**src/rtl/snoop_dedup_push_arbiter_pkg.sv**
```systemverilog
// Shared types and default sizes for the snoop/dedup push arbiter.
// Latency: n/a (declarations only).
// Backpressure: n/a.
package snoop_arb_pkg;

    localparam int DEF_DATA_W = 164;
    localparam int DEF_NREQ   = 4;
    localparam int DEF_CNT_W  = 16;
    localparam int ID_W       = 3;

    typedef enum logic [1:0] {
        IDLE  = 2'd0,
        SNOOP = 2'd1,
        CHECK = 2'd2,
        PUSH  = 2'd3
    } state_t;

endpackage

```
**src/rtl/snoop_dedup_push_arbiter_rr_arbiter.sv**
```systemverilog
// Round-robin pick: first set request at or above ptr, wrapping modulo NREQ.
// Latency: purely combinational.
// Backpressure: none; en=0 forces no grant and leaves the pointer unchanged.
module rr_arbiter
    import snoop_arb_pkg::*;
#(
    parameter int NREQ = DEF_NREQ
) (
    input  logic [NREQ-1:0] req,
    input  logic [ID_W-1:0] ptr,
    input  logic            en,
    output logic [NREQ-1:0] gnt,
    output logic [ID_W-1:0] gnt_id,
    output logic [ID_W-1:0] ptr_nxt
);

    localparam int IDX_W = (NREQ > 1) ? $clog2(NREQ) : 1;

    logic             found;
    logic [IDX_W-1:0] sel;
    int               pos;

    // Walk NREQ slots starting at ptr; the first pending one wins.
    always_comb begin
        gnt     = '0;
        gnt_id  = '0;
        ptr_nxt = ptr;
        found   = 1'b0;
        sel     = '0;
        pos     = 0;
        for (int k = 0; k < NREQ; k++) begin
            pos = int'(ptr) + k;
            if (pos >= NREQ) begin
                pos = pos - NREQ;
            end
            sel = IDX_W'(pos);
            if (en && !found && req[sel]) begin
                found    = 1'b1;
                gnt[sel] = 1'b1;
                gnt_id   = ID_W'(pos);
                ptr_nxt  = (pos == NREQ - 1) ? '0 : ID_W'(pos + 1);
            end
        end
    end

endmodule

```
**src/rtl/snoop_dedup_push_arbiter.sv**
```systemverilog
// Arbitrates NREQ requesters onto a snoopable FIFO: snoop, then push only on a miss.
// Latency: 4 cycles per pushed entry (IDLE/SNOOP/CHECK/PUSH), 3 per dropped duplicate.
// Backpressure: holds wvalid/wdata in PUSH until fifo_wready; requesters wait on req_ready.
module snoop_dedup_push_arbiter
    import snoop_arb_pkg::*;
#(
    parameter int DATA_W = DEF_DATA_W,
    parameter int NREQ   = DEF_NREQ,
    parameter int CNT_W  = DEF_CNT_W
) (
    input  logic                   clk,
    input  logic                   rst,
    input  logic [NREQ*DATA_W-1:0] req_data,
    input  logic [NREQ-1:0]        req_valid,
    output logic [NREQ-1:0]        req_ready,
    output logic [DATA_W-1:0]      fifo_wdata,
    output logic                   fifo_wvalid,
    input  logic                   fifo_wready,
    output logic [DATA_W-1:0]      fifo_sdata,
    output logic                   fifo_svalid,
    input  logic                   fifo_smatch,
    output logic                   dup_valid,
    output logic [ID_W-1:0]        dup_id,
    output logic [CNT_W-1:0]       push_cnt,
    output logic [CNT_W-1:0]       dup_cnt,
    output logic                   busy
);

    state_t              state_q, state_d;
    logic [DATA_W-1:0]   entry_q;
    logic [ID_W-1:0]     id_q;
    logic [ID_W-1:0]     ptr_q;
    logic [NREQ-1:0]     gnt;
    logic [ID_W-1:0]     gnt_id;
    logic [ID_W-1:0]     ptr_nxt;
    logic [DATA_W-1:0]   win_data;
    logic                ack;
    logic                grant_fire;
    logic                push_fire;
    logic                dup_fire;

    rr_arbiter #(.NREQ(NREQ)) u_rr (
        .req     (req_valid),
        .ptr     (ptr_q),
        .en      (state_q == IDLE),
        .gnt     (gnt),
        .gnt_id  (gnt_id),
        .ptr_nxt (ptr_nxt)
    );

    // Select the winning requester's slice using the one-hot grant.
    always_comb begin
        win_data = '0;
        for (int i = 0; i < NREQ; i++) begin
            if (gnt[i]) begin
                win_data = req_data[i*DATA_W +: DATA_W];
            end
        end
    end

    assign grant_fire = |gnt;
    assign push_fire  = (state_q == PUSH)  && fifo_wready;
    assign dup_fire   = (state_q == CHECK) && fifo_smatch;

    // Next state and per-state handshake outputs; a reset cycle suppresses consume pulses
    // so an abandoned entry is never acknowledged.
    always_comb begin
        state_d     = state_q;
        fifo_svalid = 1'b0;
        fifo_wvalid = 1'b0;
        dup_valid   = 1'b0;
        ack         = 1'b0;
        case (state_q)
            IDLE: begin
                if (grant_fire) begin
                    state_d = SNOOP;
                end
            end
            SNOOP: begin
                fifo_svalid = 1'b1;
                state_d     = CHECK;
            end
            CHECK: begin
                if (fifo_smatch) begin
                    dup_valid = 1'b1;
                    ack       = 1'b1;
                    state_d   = IDLE;
                end else begin
                    state_d   = PUSH;
                end
            end
            PUSH: begin
                fifo_wvalid = 1'b1;
                if (fifo_wready) begin
                    ack     = 1'b1;
                    state_d = IDLE;
                end
            end
            default: state_d = IDLE;
        endcase
        if (rst) begin
            dup_valid = 1'b0;
            ack       = 1'b0;
        end
    end

    // Decode the consume pulse onto the latched requester id.
    always_comb begin
        req_ready = '0;
        for (int i = 0; i < NREQ; i++) begin
            if (ack && (id_q == ID_W'(i))) begin
                req_ready[i] = 1'b1;
            end
        end
    end

    assign dup_id     = dup_valid ? id_q : '0;
    assign fifo_wdata = entry_q;
    assign fifo_sdata = entry_q;
    assign busy       = (state_q != IDLE);

    // State, captured entry, round-robin pointer and saturating statistics.
    always_ff @(posedge clk) begin
        if (rst) begin
            state_q  <= IDLE;
            entry_q  <= '0;
            id_q     <= '0;
            ptr_q    <= '0;
            push_cnt <= '0;
            dup_cnt  <= '0;
        end else begin
            state_q <= state_d;
            if (grant_fire) begin
                entry_q <= win_data;
                id_q    <= gnt_id;
                ptr_q   <= ptr_nxt;
            end
            if (push_fire && (push_cnt != {CNT_W{1'b1}})) begin
                push_cnt <= push_cnt + CNT_W'(1);
            end
            if (dup_fire && (dup_cnt != {CNT_W{1'b1}})) begin
                dup_cnt <= dup_cnt + CNT_W'(1);
            end
        end
    end

endmodule

```
**config.mk**
```make
export PLATFORM = sky130hd
export DESIGN_NAME = snoop_dedup_push_arbiter
export DESIGN_NICKNAME = d
export VERILOG_FILES = /design/src/rtl/snoop_dedup_push_arbiter_pkg.sv /design/src/rtl/snoop_dedup_push_arbiter_rr_arbiter.sv /design/src/rtl/snoop_dedup_push_arbiter.sv
export SDC_FILE = /design/constraint.sdc
export NUM_CORES = 1
export LEC_CHECK = 0
export CORE_AREA = 2 2 403 405
export CTS_CLUSTER_DIAMETER = 150
export DETAILED_ROUTE_END_ITERATION = 8
export DIE_AREA = 0 0 405 407
export SYNTH_ARGS = -nofsm -noshare
export SYNTH_HDL_FRONTEND = slang
export SYNTH_SLANG_ARGS = --single-unit
export TNS_END_PERCENT = 5
```
**constraint.sdc**
```tcl
create_clock -name clk -period 11.25 [get_ports clk]
set_input_delay 2.25 -clock clk [delete_from_list [all_inputs] [get_ports clk]]
set_output_delay 2.25 -clock clk [all_outputs]
set_load 0.005 [all_outputs]
```
==> metrics.md, run 1 <==
| Metric | Value |
|---|---|
| Type of the worst setup path | in -> reg |
| Pint | 3.48 mW |
| Largest net degree at the start of global routing | 135 |
| Detail-routed via count per cell | 3.83 |
| Count of buffers from port buffering | 1034 |
| Top-level I/O count | 1035 |
| Worst-Margin Slew | 1160 ps |
| Wire length per cell after detailed routing | 25.9 um |
| Status | finished clean |
| Setup repair after global routing missed its margin | no |
| Critical Path End | fifo_sdata[44]$_SDFFE_PP0P_ |
| Height of the chip | 407 um |
| Resized cells post-CTS | 0 |
| Maximum clock rate | 0.151 GHz |
| Total global routing track utilization | 13.4% |
| Post-synthesis instance total | 1634 |
| Post-CTS setup buffer count | 0 |
| Final standard cell count with taps included and fillers excluded | 4579 |
| Number of cells after detailed placement | 4504 |
| Required arrival time at the worst endpoint | 11810 ps |
| Critical path capture point type | flop |
| Starting DRT DRC Count | 1565 |
| TNS Setup | 0 ps |
| Effective utilization at floorplan | 8.42% |
| Via Count | 17600 |
| Unique masters post-synth | 51 |
| Initial DRT Pass Iterations | 5 |
| TritonCTS clock tree | done |
| GRT overflow | 0 |
| H-tree levels | 1 |
| Remaining DRCs | 0 |
| Critical path launch point type | input pin |
| Share of the core filled with cells in the final layout | 16.1% |
| Switching Fraction | 47.8% |
| Lkg Pwr | 8.09 nW |
| Max-slew violation count | 0 |
| Critical Path Start | req_valid[2] |
| Layout Nets | 3052 |
| Maximum number of buffers from clock root to sink | 3 |
| Critical-path maximum fanout | 90 |
| Gp weighted congestion | 0.966 |
| Skew-Pair Late Insertion Delay | 670 ps |
| Die W | 405 um |
| Post-synthesis instance area | 13500 sq um |
| Worst IR drop on VDD | 0.252 mV |
| Average size of a mapped cell | 8.26 sq um |
| Number of failing hold endpoints at the final stage | 0 |
| Portion of the post-synthesis area used by sequential elements | 30.3% |
| Synth warnings | 0 |
| Initial antenna violation count | 91 |
| Wire length of the first global-routing pass | 150000 um |
| Capture instance of the worst register-to-register path | fifo_sdata[44]$_SDFFE_PP0P_ |
| Hold buffer count at cts | 0 |
| Crit share post-route | 58.9% |
| Data arrival time of the critical path | 7190 ps |
| Clk sinks | 204 |
| Count of cells along the worst register-to-register path | 10 |
| Worst slew margin relative to its limit | 22.5% |
| Clock-pin slew on the worst setup and hold paths | 60 ps |
| Total nets after synthesis | 2309 |
| Beginning of the worst register-to-register path | ptr_q[0]$_SDFFE_PP0P_ |
| Clock share of power | 15.6% |
| Detailed Route WL | 118000 um |
| Layout area overhead | 90.7% |
| HPWL after detailed placement | 95900 um |
| CTS buffer count | 31 |
| Count of endpoints failing setup in the final report | 0 |
| Combinational Power Share | 64.4% |
| Worst setup skew after layout | 33.3 ps |
| Register bit total from synthesis | 204 |
| Fraction of synthesis flops using an asynchronous set or reset pin | 0% |
| Path type of the worst min-delay path | reg -> reg |
| Minimum setup slack among reg-to-reg paths | 5120 ps |
| Pwr Density | 259 nW/um^2 |
| Number of enable flip-flop cells after synthesis | 0 |
| Relative contribution of sequential cells to total power | 20.0% |
| Core Region | 160000 sq um |
| Total of max-cap violations | 0 |
| Share of cells above drive strength 1 | 3.63% |
| Die outline area | 165000 sq um |
| Number of global-route vias before repair | 16400 |
| Root buf cell | sky130_fd_sc_hd__clkbuf_16 |
| Final critical path time including I/O delays and setup | 6630 ps |
| Std cell rows | 147 |
| Sw Pwr | 3.18 mW |
| Top flip-flop cell by instance count after synthesis | sky130_fd_sc_hd__dfxtp_1 |
| Number of nets with antenna violations after detailed routing | 0 |
==> state kept, by name, summed over array words and instances, names as in the netlist <==
name	count
fifo_sdata	164
dup_cnt	16
push_cnt	16
id_q	3
ptr_q	3
state_q	2
==> power groups by stage <==
stage,clock network (mW),registers [mW],logic (mW)
5_1_grt,1.11,1.35,4.65
2_1_floorplan,0,1.13,2.74
6_report,1.04,1.33,4.29
3_3_place_gp,0,1.35,4.28
4_1_cts,1.09,1.34,4.32
3_5_place_dp,0,1.35,4.31
==> cell usage after synthesis (2+ instances only) <==
library cell,n,area share [%]
sky130_fd_sc_hd__or2_2,2,0.093
sky130_fd_sc_hd__nor2_1,207,5.8
sky130_fd_sc_hd__xor2_1,14,0.91
sky130_fd_sc_hd__a21oi_1,21,0.78
sky130_fd_sc_hd__and3_1,8,0.37
sky130_fd_sc_hd__and2_1,6,0.28
sky130_fd_sc_hd__buf_6,13,1.1
sky130_fd_sc_hd__nor3b_1,4,0.22
sky130_fd_sc_hd__dfxtp_1,204,30
sky130_fd_sc_hd__buf_2,97,3.6
sky130_fd_sc_hd__inv_1,7,0.19
sky130_fd_sc_hd__a31oi_1,3,0.14
sky130_fd_sc_hd__nand3b_1,6,0.33
sky130_fd_sc_hd__nand4_1,9,0.42
sky130_fd_sc_hd__or3_1,13,0.60
sky130_fd_sc_hd__buf_1,4,0.11
sky130_fd_sc_hd__a22oi_1,2,0.11
sky130_fd_sc_hd__mux2i_1,6,0.45
sky130_fd_sc_hd__xnor2_1,8,0.52
sky130_fd_sc_hd__buf_4,171,9.5
sky130_fd_sc_hd__clkbuf_1,60,1.7
sky130_fd_sc_hd__nand2_1,196,5.5
sky130_fd_sc_hd__nor3_1,4,0.15
sky130_fd_sc_hd__o211ai_1,164,9.1
sky130_fd_sc_hd__a311oi_1,167,11
sky130_fd_sc_hd__o21ai_0,16,0.59
sky130_fd_sc_hd__a221o_1,166,12
sky130_fd_sc_hd__ha_1,11,1.0
sky130_fd_sc_hd__o31ai_1,2,0.11
sky130_fd_sc_hd__and4_1,7,0.45
sky130_fd_sc_hd__nand3_1,13,0.48
sky130_fd_sc_hd__mux4_2,4,0.67
==> metrics by stage <==
stage	hold WS [ps]	power (mW)	setup WS, ps	area, sq um
4_1_cts	519	6.75	4640	25700
3_3_place_gp	484	5.63	4080	24600
6_report	512	6.66	4620	25700
2_1_floorplan	475	3.86	5900	13500
5_1_grt	536	7.11	4350	25700
3_5_place_dp	508	5.66	3980	24600
==> worst min-delay path by stage <==
stage	slack, ps	end	cells after the start	from
finish	510	push_cnt[15]$_SDFFE_PP0P_	2	push_cnt[15]$_SDFFE_PP0P_
global route	540	fifo_sdata[9]$_SDFFE_PP0P_	2	fifo_sdata[9]$_SDFFE_PP0P_
CTS	520	push_cnt[15]$_SDFFE_PP0P_	2	push_cnt[15]$_SDFFE_PP0P_
detailed placement	510	fifo_sdata[9]$_SDFFE_PP0P_	2	fifo_sdata[9]$_SDFFE_PP0P_
global placement	480	dup_cnt[9]$_SDFFE_PP0P_	2	dup_cnt[9]$_SDFFE_PP0P_
floorplan	470	id_q[0]$_SDFFE_PP0P_	2	id_q[0]$_SDFFE_PP0P_
==> cells in the final DEF (no fill, tap or decap), types with 14 or more instances in the layout <==
cell	instances
sky130_fd_sc_hd__a21oi_1	21
sky130_fd_sc_hd__a221o_1	165
sky130_fd_sc_hd__a311oi_1	166
sky130_fd_sc_hd__buf_4	18
sky130_fd_sc_hd__clkbuf_16	31
sky130_fd_sc_hd__clkdlybuf4s50_1	1033
sky130_fd_sc_hd__dfxtp_1	204
sky130_fd_sc_hd__diode_2	21
sky130_fd_sc_hd__nand2_1	195
sky130_fd_sc_hd__nor2_1	207
sky130_fd_sc_hd__o211ai_1	164
sky130_fd_sc_hd__o21ai_0	16
sky130_fd_sc_hd__xor2_1	14
==> worst max-delay path: stages <==
cell                              delay, ps
sky130_fd_sc_hd__clkdlybuf4s50_1        540
sky130_fd_sc_hd__mux4_2                 660
sky130_fd_sc_hd__nor3b_1                190
sky130_fd_sc_hd__o21ai_0                370
sky130_fd_sc_hd__and2_4                 620
sky130_fd_sc_hd__nand4_4                820
sky130_fd_sc_hd__buf_4                  670
sky130_fd_sc_hd__buf_4                  530
sky130_fd_sc_hd__a311oi_1               380
==> cell families after synthesis <==
kind of cell    after synthesis  synth area share [%]
buf+inv                     353                  16.2
simple gates                481                  15.0
flops                       204                  30.3
xor+xnor                     22                  1.43
compound gates              553                  35.0
mux                          10                  1.11
fa+ha+maj                    11                  1.02
==> final cells by class <==
type / count / area, sq um
clock inverters: 14 / 184
fillers: 18100 / 134000
well taps: 2160 / 2700
clock buffers: 40 / 850
flip-flops and latches: 204 / 4080
inverters: 8 / 30.0
diodes: 21 / 52.6
multi-input cells: 1077 / 7270
repair buffers: 1055 / 10600
==> metal layers <==
metal	vias to the layer above	routed length, um	global-route usage, %
li1	7660	-	-
met1	8631	48700	17.0
met2	1049	54000	21.3
met3	180	12500	4.60
met4	34	3140	3.53
met5	-	212	0
Power figures use the tool's default switching activity.
==> inputs of run 2 (changes only) <==
clock period = 5.8 ns   (was 11.25 ns; I/O delays follow)
==> run 2 against run 1 <==
- combinational power rose by 99%
- critical path depth fell by 3
- total power rose by 99%
- core utilization rose by 0.23 points
==> metrics.md, run 2 (synthesis results as in run 1) <==
| Metric | Value |
|---|---|
| Leading cell type in the layout, fill and taps excluded | sky130_fd_sc_hd__clkdlybuf4s50_1 |
| Sw Pwr | 6.22 mW |
| Required arrival time at the worst endpoint | 4640 ps |
| Total of max-cap violations | 0 |
| Worst setup skew after layout | 36.1 ps |
| CTS buffer count | 36 |
| Setup repair after global routing missed its margin | no |
| Skew-Pair Late Insertion Delay | 600 ps |
| Busiest layer in global routing | met2 |
| Share of cells above drive strength 1 | 4.50% |
| Gp weighted congestion | 0.980 |
| Detailed Route WL | 122000 um |
| H-tree levels | 2 |
| Layout area overhead | 93.4% |
| Worst slew margin relative to its limit | 32.7% |
| Number of flip-flops under the largest register name | 164 |
| Critical Path End | req_ready[0] |
| Via Count | 17600 |
| Root buf cell | sky130_fd_sc_hd__clkbuf_16 |
| Type of the worst setup path | in -> out |
| Data arrival time of the critical path | 3320 ps |
| GRT overflow | 0 |
| Clock share of power | 16.5% |
| Remaining DRCs | 0 |
| Number of failing hold endpoints at the final stage | 0 |
| Starting DRT DRC Count | 1716 |
| Number of global-route vias before repair | 16600 |
| Die outline area | 165000 sq um |
| Initial DRT Pass Iterations | 6 |
| Maximum number of buffers from clock root to sink | 3 |
| Hold Slack | 507 ps |
| Switching Fraction | 47.0% |
| Wire length per cell after detailed routing | 26.5 um |
| Critical path launch point type | input pin |
| Count of cells along the worst register-to-register path | 11 |
| Hold buffer count at cts | 0 |
| Effective utilization at floorplan | 8.42% |
| Capture instance of the worst register-to-register path | fifo_sdata[47]$_SDFFE_PP0P_ |
| Clk sinks | 204 |
| Layout Nets | 3074 |
| Setup slack of the critical path after layout | 1320 ps |
| Met3 Use GR | 5.25% |
| Met1 capacity usage during global routing | 16.9% |
| Wire length of the first global-routing pass | 154000 um |
| HPWL after detailed placement | 99100 um |
| Core Region | 160000 sq um |
| Beginning of the worst register-to-register path | ptr_q[1]$_SDFFE_PP0P_ |
| Resized cells post-CTS | 0 |
| Initial antenna violation count | 87 |
| Total global routing track utilization | 13.8% |
| Post-CTS setup buffer count | 0 |
| Critical path capture point type | output pin |
| Pint | 7.00 mW |
| Count of endpoints failing setup in the final report | 0 |
| Largest net degree at the start of global routing | 158 |
| Worst IR drop on VDD | 0.689 mV |
| Minimum setup slack among reg-to-reg paths | 1700 ps |
| Lkg Pwr | 8.27 nW |
| Crit share post-route | 77.3% |
| Max-slew violation count | 0 |
| Combinational Power Share | 64.5% |
| Top-level I/O count | 1035 |
| Relative contribution of sequential cells to total power | 19.1% |
| TritonCTS clock tree | done |
| Status | finished clean |
| Detail-routed via count per cell | 3.83 |
| Critical-path maximum fanout | 4 |
| Std cell rows | 147 |
| Path type of the worst min-delay path | reg -> reg |
| Maximum clock rate | 0.223 GHz |
| Pwr Density | 507 nW/um^2 |
| Clock-pin slew on the worst setup and hold paths | 60 ps |
| Worst-Margin Slew | 1010 ps |
| TNS Setup | 0 ps |
| Number of nets with antenna violations after detailed routing | 0 |
| Critical Path Start | fifo_smatch |
| Final critical path time including I/O delays and setup | 4480 ps |
| Highest-count cells in the layout ignoring fill and taps | sky130_fd_sc_hd__clkdlybuf4s50_1, sky130_fd_sc_hd__nor2_1, sky130_fd_sc_hd__dfxtp_1 |
| Height of the chip | 407 um |
| Fraction of met2 tracks used by global routing | 22.5% |
| Die W | 405 um |
| Count of buffers from port buffering | 1034 |
| Pre-CTS worst setup slack | 985 ps |
[run 2: cell types whose count changed in the layout (fill, tap and decap cells not counted), sizes merged]
cell / change
inv: +1
buf: +17
bufinv: -2
clkinv: +2
clkbuf: +6
clkinvlp: -1
diode: -5
[run 2: area by class of cell]
class | instances | area, sq um
repair buffers | 1072 | 10900
fillers | 18000 | 134000
multi-input cells | 1077 | 7270
diodes | 16 | 40.0
clock buffers | 46 | 978
well taps | 2160 | 2700
clock inverters | 14 | 135
inverters | 8 | 30.0
flip-flops and latches | 204 | 4080
[run 2: worst min-delay path by stage]
stage                           startpoint                           to  slack, ps  cells after the start
6_report          dup_cnt[15]$_SDFFE_PP0P_     dup_cnt[15]$_SDFFE_PP0P_        510                      2
5_1_grt        fifo_sdata[78]$_SDFFE_PP0P_  fifo_sdata[78]$_SDFFE_PP0P_        530                      2
4_1_cts           dup_cnt[15]$_SDFFE_PP0P_     dup_cnt[15]$_SDFFE_PP0P_        500                      2
3_5_place_dp      dup_cnt[15]$_SDFFE_PP0P_     dup_cnt[15]$_SDFFE_PP0P_        490                      2
3_3_place_gp      dup_cnt[15]$_SDFFE_PP0P_     dup_cnt[15]$_SDFFE_PP0P_        490                      2
2_1_floorplan         id_q[0]$_SDFFE_PP0P_         id_q[0]$_SDFFE_PP0P_        470                      2
[run 2: routing by layer]
layer,wire (um),vias to the layer above
met1,48300,8533
met4,4110,36
met5,238,-
li1,-,7690
met3,13100,237
met2,56200,1130
[run 2: power by group through the flow]
stage / logic [mW] / clock network (mW) / registers, mW
final: 8.53 / 2.18 / 2.52
after CTS: 8.60 / 2.29 / 2.54
after detailed placement: 8.57 / 0 / 2.56
after global placement: 8.51 / 0 / 2.55
after global routing: 9.23 / 2.32 / 2.56
after floorplan: 5.31 / 0 / 2.18
[run 2: through the flow]
stage / instance area (sq um) / instances / util (%) / power [mW]
after detailed placement: 24900 / 4521 / 15.6 / 11.1
after CTS: 26100 / 4581 / 16.3 / 13.4
final: 26100 / 4597 / 16.3 / 13.2
after global placement: 24900 / 4521 / 15.6 / 11.1
after floorplan: 13500 / 1634 / - / 7.49
after global routing: 26100 / 4587 / 16.3 / 14.1
[run 2: critical path: stages]
cell,delay (ps)
sky130_fd_sc_hd__clkdlybuf4s50_1,610
sky130_fd_sc_hd__mux2i_1,140
sky130_fd_sc_hd__nor4b_1,380
sky130_fd_sc_hd__buf_4,220
sky130_fd_sc_hd__nor3b_1,180
sky130_fd_sc_hd__clkdlybuf4s50_1,620
